`src/rtl/conv_pkg.sv`:
```
// Shared definitions for the width down-converter: state encoding, clog2 and
// parameter legality helper.
package conv_pkg;

  typedef enum logic {
    ST_IDLE  = 1'b0,
    ST_SHIFT = 1'b1
  } state_t;

  function automatic int clog2(input int value);
    int r;
    r = 0;
    while ((1 << r) < value) r++;
    return r;
  endfunction

  // IN_W must split into a power-of-two count (>= 2) of OUT_W segments.
  function automatic bit widths_legal(input int in_w, input int out_w);
    int ratio;
    if (out_w <= 0 || in_w <= 0) return 1'b0;
    if (in_w % out_w != 0) return 1'b0;
    ratio = in_w / out_w;
    return (ratio >= 2) && ((ratio & (ratio - 1)) == 0);
  endfunction

endpackage

```
`src/rtl/conv_seg_mux.sv`:
```
// Combinational selector: returns segment idx (OUT_W bits, 0 = LSB) of an
// IN_W-bit word.
module conv_seg_mux
  import conv_pkg::*;
#(
  parameter int  IN_W  = 32,
  parameter int  OUT_W = 8,
  localparam int RATIO = IN_W / OUT_W,
  localparam int CW    = clog2(RATIO)
) (
  input  logic [IN_W-1:0]  word,
  input  logic [CW-1:0]    idx,
  output logic [OUT_W-1:0] seg
);

  always_comb begin
    seg = '0;
    for (int i = 0; i < RATIO; i++) begin
      if (idx == CW'(i)) seg = word[i*OUT_W +: OUT_W];
    end
  end

endmodule

```
`src/rtl/conv_down_pipe.sv`:
```
// Width down-converter: captures IN_W-bit words and emits MODE+1 OUT_W-bit
// segments per word, LSB first, with back-to-back word acceptance.
module conv_down_pipe
  import conv_pkg::*;
#(
  parameter int  IN_W  = 32,
  parameter int  OUT_W = 8,
  localparam int RATIO = IN_W / OUT_W,
  localparam int CW    = clog2(RATIO)
) (
  input  logic             CLK,
  input  logic             RESET_L,
  input  logic             ENB,
  input  logic [CW-1:0]    MODE,
  input  logic [IN_W-1:0]  IN_DATA,
  input  logic             IN_VALID,
  output logic             IN_READY,
  output logic [OUT_W-1:0] OUT_DATA,
  output logic             OUT_VALID,
  input  logic             OUT_READY,
  output logic [CW-1:0]    OUT_IDX,
  output logic             OUT_LAST,
  output state_t           dbg_state
);

  if (!widths_legal(IN_W, OUT_W)) begin : g_bad_params
    $error("conv_down_pipe: IN_W must be a power-of-two multiple (>=2) of OUT_W");
  end

  state_t            state, state_nxt;
  logic [IN_W-1:0]   hold_q, hold_nxt;
  logic [CW-1:0]     idx_q, idx_nxt;
  logic [CW-1:0]     nseg_q, nseg_nxt;
  logic              shifting, last, in_xfer, out_xfer;
  logic [OUT_W-1:0]  seg;

  conv_seg_mux #(.IN_W(IN_W), .OUT_W(OUT_W)) u_seg_mux (
    .word (hold_q),
    .idx  (idx_q),
    .seg  (seg)
  );

  assign shifting  = (state == ST_SHIFT);
  assign last      = shifting && (idx_q == nseg_q);
  assign OUT_VALID = shifting;
  assign OUT_LAST  = last;
  assign OUT_IDX   = shifting ? idx_q : '0;
  assign OUT_DATA  = shifting ? seg : '0;
  assign dbg_state = state;

  // Handshakes: a transfer happens on a rising CLK edge when valid, ready and
  // ENB are all high. IN_READY depends only on state, ENB and OUT_READY (never
  // on IN_VALID), so a new word can be taken in the same cycle the last
  // segment of the previous one leaves. OUT_VALID never drops without a
  // transfer.
  assign IN_READY = RESET_L && ENB && (!shifting || (OUT_READY && last));
  assign in_xfer  = IN_VALID && IN_READY;
  assign out_xfer = shifting && OUT_READY && ENB;

  always_ff @(posedge CLK or negedge RESET_L) begin
    if (!RESET_L) begin
      state  <= ST_IDLE;
      hold_q <= '0;
      idx_q  <= '0;
      nseg_q <= '0;
    end else begin
      state  <= state_nxt;
      hold_q <= hold_nxt;
      idx_q  <= idx_nxt;
      nseg_q <= nseg_nxt;
    end
  end

  // MODE is only looked at on capture, so changing it mid-word is harmless.
  always_comb begin
    state_nxt = state;
    hold_nxt  = hold_q;
    idx_nxt   = idx_q;
    nseg_nxt  = nseg_q;
    if (in_xfer) begin
      state_nxt = ST_SHIFT;
      hold_nxt  = IN_DATA;
      idx_nxt   = '0;
      nseg_nxt  = MODE;
    end else if (out_xfer) begin
      if (last) begin
        state_nxt = ST_IDLE;
        idx_nxt   = '0;
      end else begin
        idx_nxt = idx_q + 1'b1;
      end
    end
  end

endmodule

```
`config.mk`:
```
export PLATFORM = sky130hd
export DESIGN_NAME = conv_down_pipe
export DESIGN_NICKNAME = d
export VERILOG_FILES = /design/src/rtl/conv_pkg.sv /design/src/rtl/conv_seg_mux.sv /design/src/rtl/conv_down_pipe.sv
export SDC_FILE = /design/constraint.sdc
export NUM_CORES = 1
export LEC_CHECK = 0
export ABC_AREA = 1
export CORE_ASPECT_RATIO = 0.5
export CORE_MARGIN = 2
export CORE_UTILIZATION = 45
export DETAILED_ROUTE_END_ITERATION = 8
export PLACE_DENSITY = 0.75
export REMOVE_ABC_BUFFERS = 1
export SLEW_MARGIN = 5
export SYNTH_ARGS = -nofsm -noshare
export SYNTH_HDL_FRONTEND = slang
export SYNTH_SLANG_ARGS = --single-unit
```
`constraint.sdc`:
```
create_clock -name CLK -period 2 [get_ports CLK]
set_input_delay 0.4 -clock CLK [delete_from_list [all_inputs] [get_ports CLK]]
set_output_delay 0.4 -clock CLK [all_outputs]
set_load 0.01 [all_outputs]
```
==> flow_summary.toml <==
[outcome]
outcome = "finished with violations"
violations = "setup timing"

[global_routing]
track_usage_pct = 22.9
busiest_layer = "met2"
grt_max_degree = 38
use_met1_pct = 29.8
met2_usage_pct = 39.5
antenna_found_initial = 0
grt-ovfl-total = 0
grt_pass1_wl_um = 9010
grt_pass1_vias = 1897
use_met3_pct = 3.97

[placed_design]
finalWeightedCongestion = 0.815
hpwlAfterDp_um = 3510
port-buffer-count = 52
place_area_mm2 = 0.00259

[setup_path]
critical-path-max-stage-delay_ns = 0.43
slowest_stage = "dfrtp_1"
criticalPathCategory = "flop to output pin"
crit_buf_inv = 3
crit_chain = "inv_2 > ha_4 > buf_6 > a21oi_2 > o31ai_4 > o21ai_1 > nor2_1 > buf_2"
worstSetupEndpointType = "output pin"
crit_arrival_ns = 1.79
crit_start = "idx_q[1]"
cp_top_family = "flip-flops"
cp.required_ns = 1.60
start_kind = "flop"
r2r_start = "idx_q[1]"
path_max_fanout = 8

[drt]
avgRoutedWirePerCell_um = 15.1
drc = 0
drt-pass1-iter-count = 6
vias_per_cell = 5.45
via_count = 2021
ant_nets = 0
wl_um = 5620
drt_iter0_drc = 117

[power]
power.density_mw_per_mm2 = 1500
peakVddDrop_mv = 0.598
p_sw_uw = 1880
p_seq_share_pct = 31.3
comb_power_share_pct = 56.6
swShare_pct = 42.9
power_leakage_uw = 0.00142
p_int_uw = 2510
clockPowerShare_pct = 12.0

[layout]
finalNetCount = 357
utilization_pct = 67.9
mostFrequentLayoutCells = "nand2_1, clkdlybuf4s50_1, dfrtp_1, nand4_1, buf_4"
final_common_cell = "nand2_1"
design_area_mm2 = 0.00293
area_growth_pct = 47.3
final_layout_size_suffix_gt1_share_pct = 25.2
antenna_cells = 0

[sta]
timing.final.crit_share_pct = 109
setup_viol = 8
worst_slack_ns = -0.186
max_slew_margin_pct = 67.8
fin_crit_ns = 2.19
finClkSkew_ns = 0.00222
hold_viol_final = 0
grt_setup_unrepaired = "true"
worst_slew_pin_slew_ns = 0.482
fin_hold_ws_ns = 0.475
max_freq_ghz = 0.457
drv_slew = 0

[die]
initial_core_util_pct = 46.1
die-area_mm2 = 0.00500
coreArea_mm2 = 0.00432
die_w_um = 98.1
rows = 17
ios = 53
die_h_um = 51.0

[clock_tree]
cts_made_buffers = 5
htree_levels = 2
cts_tree = "built"
clockRootBuffer = "clkbuf_8"
clkTransAtPathRegs_ns = 0.07
cts.sinks = 37
holdBufCountCts = 0
insertion_delay_ns = 0.29
clockBufferDepth = 2

[logic_synthesis]
syn_area_per_cell_um2 = 7.99
netlist_instances = 249
syn_area_mm2 = 0.00199
ys_seq_area_share_pct = 46.5
ys_ff_latch = 37
ys_types = 22
yosysWarnings = 0

[flow_run]
cap_violations = 0

[hold_path]
worstHoldPathType = "flop to flop"
hp-start = "nseg_q[0]"
[flip-flops by register name, summed over array words and instances, names as in the netlist]
register and cells:
nseg_q 2, hold_q 32, idx_q 2, OUT_VALID 1
[layout make-up]
class | count | area [µm²]
Clock buffer | 7 | 86.3
Timing Repair Buffer | 78 | 707
Inverter | 14 | 57.6
Multi-Input combinational cell | 178 | 1080
Tap cell | 57 | 71.3
Sequential cell | 37 | 927
Fill cell | 339 | 1390
[layer usage]
| metal | wire length, µm | vias up |
|---|---|---|
| met2 | 2760 | 52 |
| met1 | 2570 | 991 |
| met3 | 203 | 9 |
| met4 | 85 | 0 |
| li1 | - | 969 |
| met5 | 0 | - |
[worst paths after layout]
path | to | slack (ns) | cells past startpoint
min reg2reg | nseg_q[0] | 0.47 | 2
max reg2reg | hold_q[21] | 0.06 | 11
max in group asynchronous | idx_q[0] | 1.02 | 2
min in group asynchronous | hold_q[7] | 0.62 | 2
max | OUT_DATA[4] | -0.19 | 8
min | nseg_q[0] | 0.47 | 2
[worst register-to-register path, stage by stage (launching register included)]
cell	delay [ns]
dfrtp_1	0.43
inv_2	0.13
buf_4	0.12
buf_4	0.10
nand2_1	0.05
nand2_2	0.11
nand4_4	0.10
buf_4	0.16
nand2_4	0.07
nand3_4	0.32
nand2_1	0.18
nand2_1	0.07
[cells in the mapped netlist (all sizes together)]
master,number,area share [%]
clkbuf,10,1.9
ha,4,2.5
buf,10,3.6
nand3,5,1.9
inv,13,2.5
nor2,16,3.0
nand4,35,12
nand2,82,16
a21oi,17,4.3
dfrtp,37,47
o31ai,8,3.0
clkinv,1,0.19
o21ai,11,2.8
[power groups by stage]
stage	Combinational, µW	Clock, µW	Sequential [µW]
after floorplan	1100	0	1310
after global placement	1910	0	1330
after detailed placement	1970	0	1340
after CTS	2270	536	1340
after global routing	2710	567	1420
final	2490	527	1380
[cell families after synthesis]
group / share of synthesized area, %
DFF: 46.5
AOI/OAI and AO/OA: 10.1
buffers and inverters: 8.17
adders and majority gates: 2.51
and+or+nand+nor: 32.7
[repair_timing]
| action | CTS | global route |
|---|---|---|
| resized for setup | 77 | 20 |
| setup buffers | 8 | 2 |
| pin swaps | 5 | 5 |
| setup endpoints to repair | 10 | 11 |
[stage by stage]
stage | setup WS [ns] | instances | total power (µW) | TNS, ns
final | -0.186 | 371 | 4390 | -1.25
after global routing | -0.283 | 371 | 4700 | -3.47
after CTS | -0.172 | 369 | 4150 | -1.07
after detailed placement | -0.437 | 354 | 3310 | -3.45
after global placement | -0.366 | 354 | 3240 | -2.90
after floorplan | 0.184 | 229 | 2410 | 0
Power figures use the tool's default switching activity.
==> patch, RTL diff (config.mk and constraints unchanged) <==
Reset style: synchronous (`RESET_L`), changed in one clocked block.
--- a/src/rtl/conv_down_pipe.sv
+++ b/src/rtl/conv_down_pipe.sv
@@ -57,7 +57,7 @@
   assign in_xfer  = IN_VALID && IN_READY;
   assign out_xfer = shifting && OUT_READY && ENB;
 
-  always_ff @(posedge CLK or negedge RESET_L) begin
+  always_ff @(posedge CLK) begin
     if (!RESET_L) begin
       state  <= ST_IDLE;
       hold_q <= '0;
Function: differs if RESET_L is asserted again (counterexample within 4 cycles, from zero or initial values and one cycle with RESET_L low); with RESET_L held inactive, the same outputs for 10 cycles.
==> patch against the unedited design <==
The run still ends with setup timing left. Sequential cell count unchanged. Synthesized area up 16%. Routed wire length up 8.8%. Final cell count up 39%. Setup slack better by 0.16 ns. Design area up 8.0%.
Power is not compared: it rests on default switching activity, and its combinational part moved more than twofold at a synthesized area within 25%.
==> patch: results (changes against the unedited design) <==
| Metric | Value |
|---|---|
| Status | finished with violations |
| Failing checks | setup timing |
| GPL Wtd Cong | 0.790 (-3.1%) |
| Post-CTS Setup Inserts | 0 (-8) |
| Cell count of the worst reg-to-reg path | 12 (+1) |
| R2r setup slk | 0.17 ns (+0.11 ns) |
| Synth cell types | 18 (-18%) |
| Crit Path Max Fanout | 5 (-3) |
| Top cells by count, synth | 113 x inv_1, 90 x nand2_1, 39 x nor2_1, 37 x dfxtp_1, 34 x nand4_1 |
| Initial antenna violation count | 0 (unchanged) |
| H-tree depth | 2 (unchanged) |
| Worst path arrival time | 1.63 ns (-0.16 ns) |
| Compound-Gate Fraction of Synth Area | 9.84% (-0.22 points) |
| Dpl ws | -0.215 ns (+0.222 ns) |
| Vias in the first global route | 2191 (+15%) |
| Via/cell ratio | 4.64 (-15%) |
| Worst setup margin | -0.0291 ns (+0.157 ns) |
| CP startpoint | idx_q[1]$_SDFFE_PP0P_ |
| Max stage delay on crit path | 0.37 ns (-0.06 ns) |
| Crit path max-delay family | buffers and inverters |
| Sequential fraction of the synthesis area | 32.2% (-14 points) |
| Top area cells in the synthesized netlist | dfxtp_1 32%, inv_1 18%, nand2_1 15% |
| GRT Overall Usage | 22.3% (-0.63 points) |
| Worst path slowest cell | dfxtp_4 |
| Iter 0 DRT Violations | 136 (+16%) |
| First-pass GRT wire length | 9870 um (+9.5%) |
| Reg2reg end | hold_q[31]$_SDFFE_PN0P_ |
| Setup TNS | -0.0535 ns (+1.20 ns) |
| Synth Area in Adders | 2.17% (-0.34 points) |
| Clk_skew | 0.0112 ns (+0.00897 ns) |
| DR WL/cell | 11.8 um (-22%) |
| # setup viols final | 2 (-6) |
| Nets | 488 (+37%) |
| Reg-to-Reg Start | idx_q[0]$_SDFFE_PP0P_ |
| Ratio of cells with drive above 1 in the final layout | 14.6% (-11 points) |
| Largest net degree at the start of global routing | 37 (-2.6%) |
| DR pass1 iterations | 4 (-2) |
| Async SR Flop Fraction | 0% (-100 points) |
| Last element of the critical path | OUT_DATA[2] |
patch: cell types whose count changed in the layout (fill, tap and decap cells not counted), sizes merged, moves of 2 or more:
cell | before | now
inv | 13 | 116
dfrtp | 37 | 0
dfxtp | 0 | 37
nor2 | 16 | 39
o21ai | 11 | 24
nand2 | 82 | 90
buf | 35 | 28
o31ai | 8 | 3
a21oi | 17 | 13
clkinvlp | 0 | 2
patch: per-stage QoR:
stage	area, sq um	util (%)	std cells
6_report	3170	64.2	516
5_1_grt	3170	64.2	516
4_1_cts	3070	62.2	515
3_5_place_dp	2950	59.8	507
3_3_place_gp	2950	59.8	507
2_1_floorplan	2190	-	366
patch: what timing repair did:
item / 4_1_cts / 5_1_grt
cloned: 0 / 1
endpoints found under the setup margin: 10 / 47
pin swaps: 3 / 8
gates resized for setup: 69 / 30
patch: routing by layer:
layer	vias to the layer above	track usage [%]	part of all wire (%)	routed length (um)
met5	-	0	0	0
met4	0	7.78	1.1	69
met3	7	5.00	6.9	424
met2	73	39.4	49	2990
met1	1049	27.8	43	2630
li1	1266	-	-	-
patch: area by class of cell:
class	instances	area (sq um)
flip-flops and latches	37	748
inverters	116	448
multi-input cells	213	1130
fillers	451	1760
clock inverters	2	15.0
repair buffers	72	671
well taps	70	87.6
clock buffers	6	72.6
patch: worst min-delay path, stage by stage (launching register included):
cell	delay, ns
dfxtp_1	0.32
inv_1	0.05
nand2_1	0.04
inv_1	0.04
nor2_1	0.03
patch: kinds of logic (layout without fill, tap and decap cells):
logic type	Yosys count	count (layout)
flip-flops	37	37
AO/OA/AOI/OAI	41	41
buffers and inverters	138	196
adder cells (fa/ha/maj)	4	4
AND/OR/NAND/NOR	168	168
patch: worst min path at each step:
stage | startpoint | endpoint | slack, ns | cells after the start
2_1_floorplan | hold_q[12]$_SDFFE_PN0P_ | hold_q[12]$_SDFFE_PN0P_ | 0.48 | 4
3_3_place_gp | hold_q[12]$_SDFFE_PN0P_ | hold_q[12]$_SDFFE_PN0P_ | 0.50 | 4
3_5_place_dp | hold_q[14]$_SDFFE_PN0P_ | hold_q[14]$_SDFFE_PN0P_ | 0.50 | 4
4_1_cts | hold_q[14]$_SDFFE_PN0P_ | hold_q[14]$_SDFFE_PN0P_ | 0.51 | 4
5_1_grt | hold_q[14]$_SDFFE_PN0P_ | hold_q[14]$_SDFFE_PN0P_ | 0.53 | 4
6_report | hold_q[14]$_SDFFE_PN0P_ | hold_q[14]$_SDFFE_PN0P_ | 0.51 | 4
patch: power groups by stage:
stage	registers [mW]	clock network, mW	logic, mW
6_report	0.793	0.539	0.338
5_1_grt	0.796	0.577	0.383
4_1_cts	0.794	0.537	0.333
3_5_place_dp	0.810	0	0.327
3_3_place_gp	0.808	0	0.317
2_1_floorplan	0.806	0	0.163
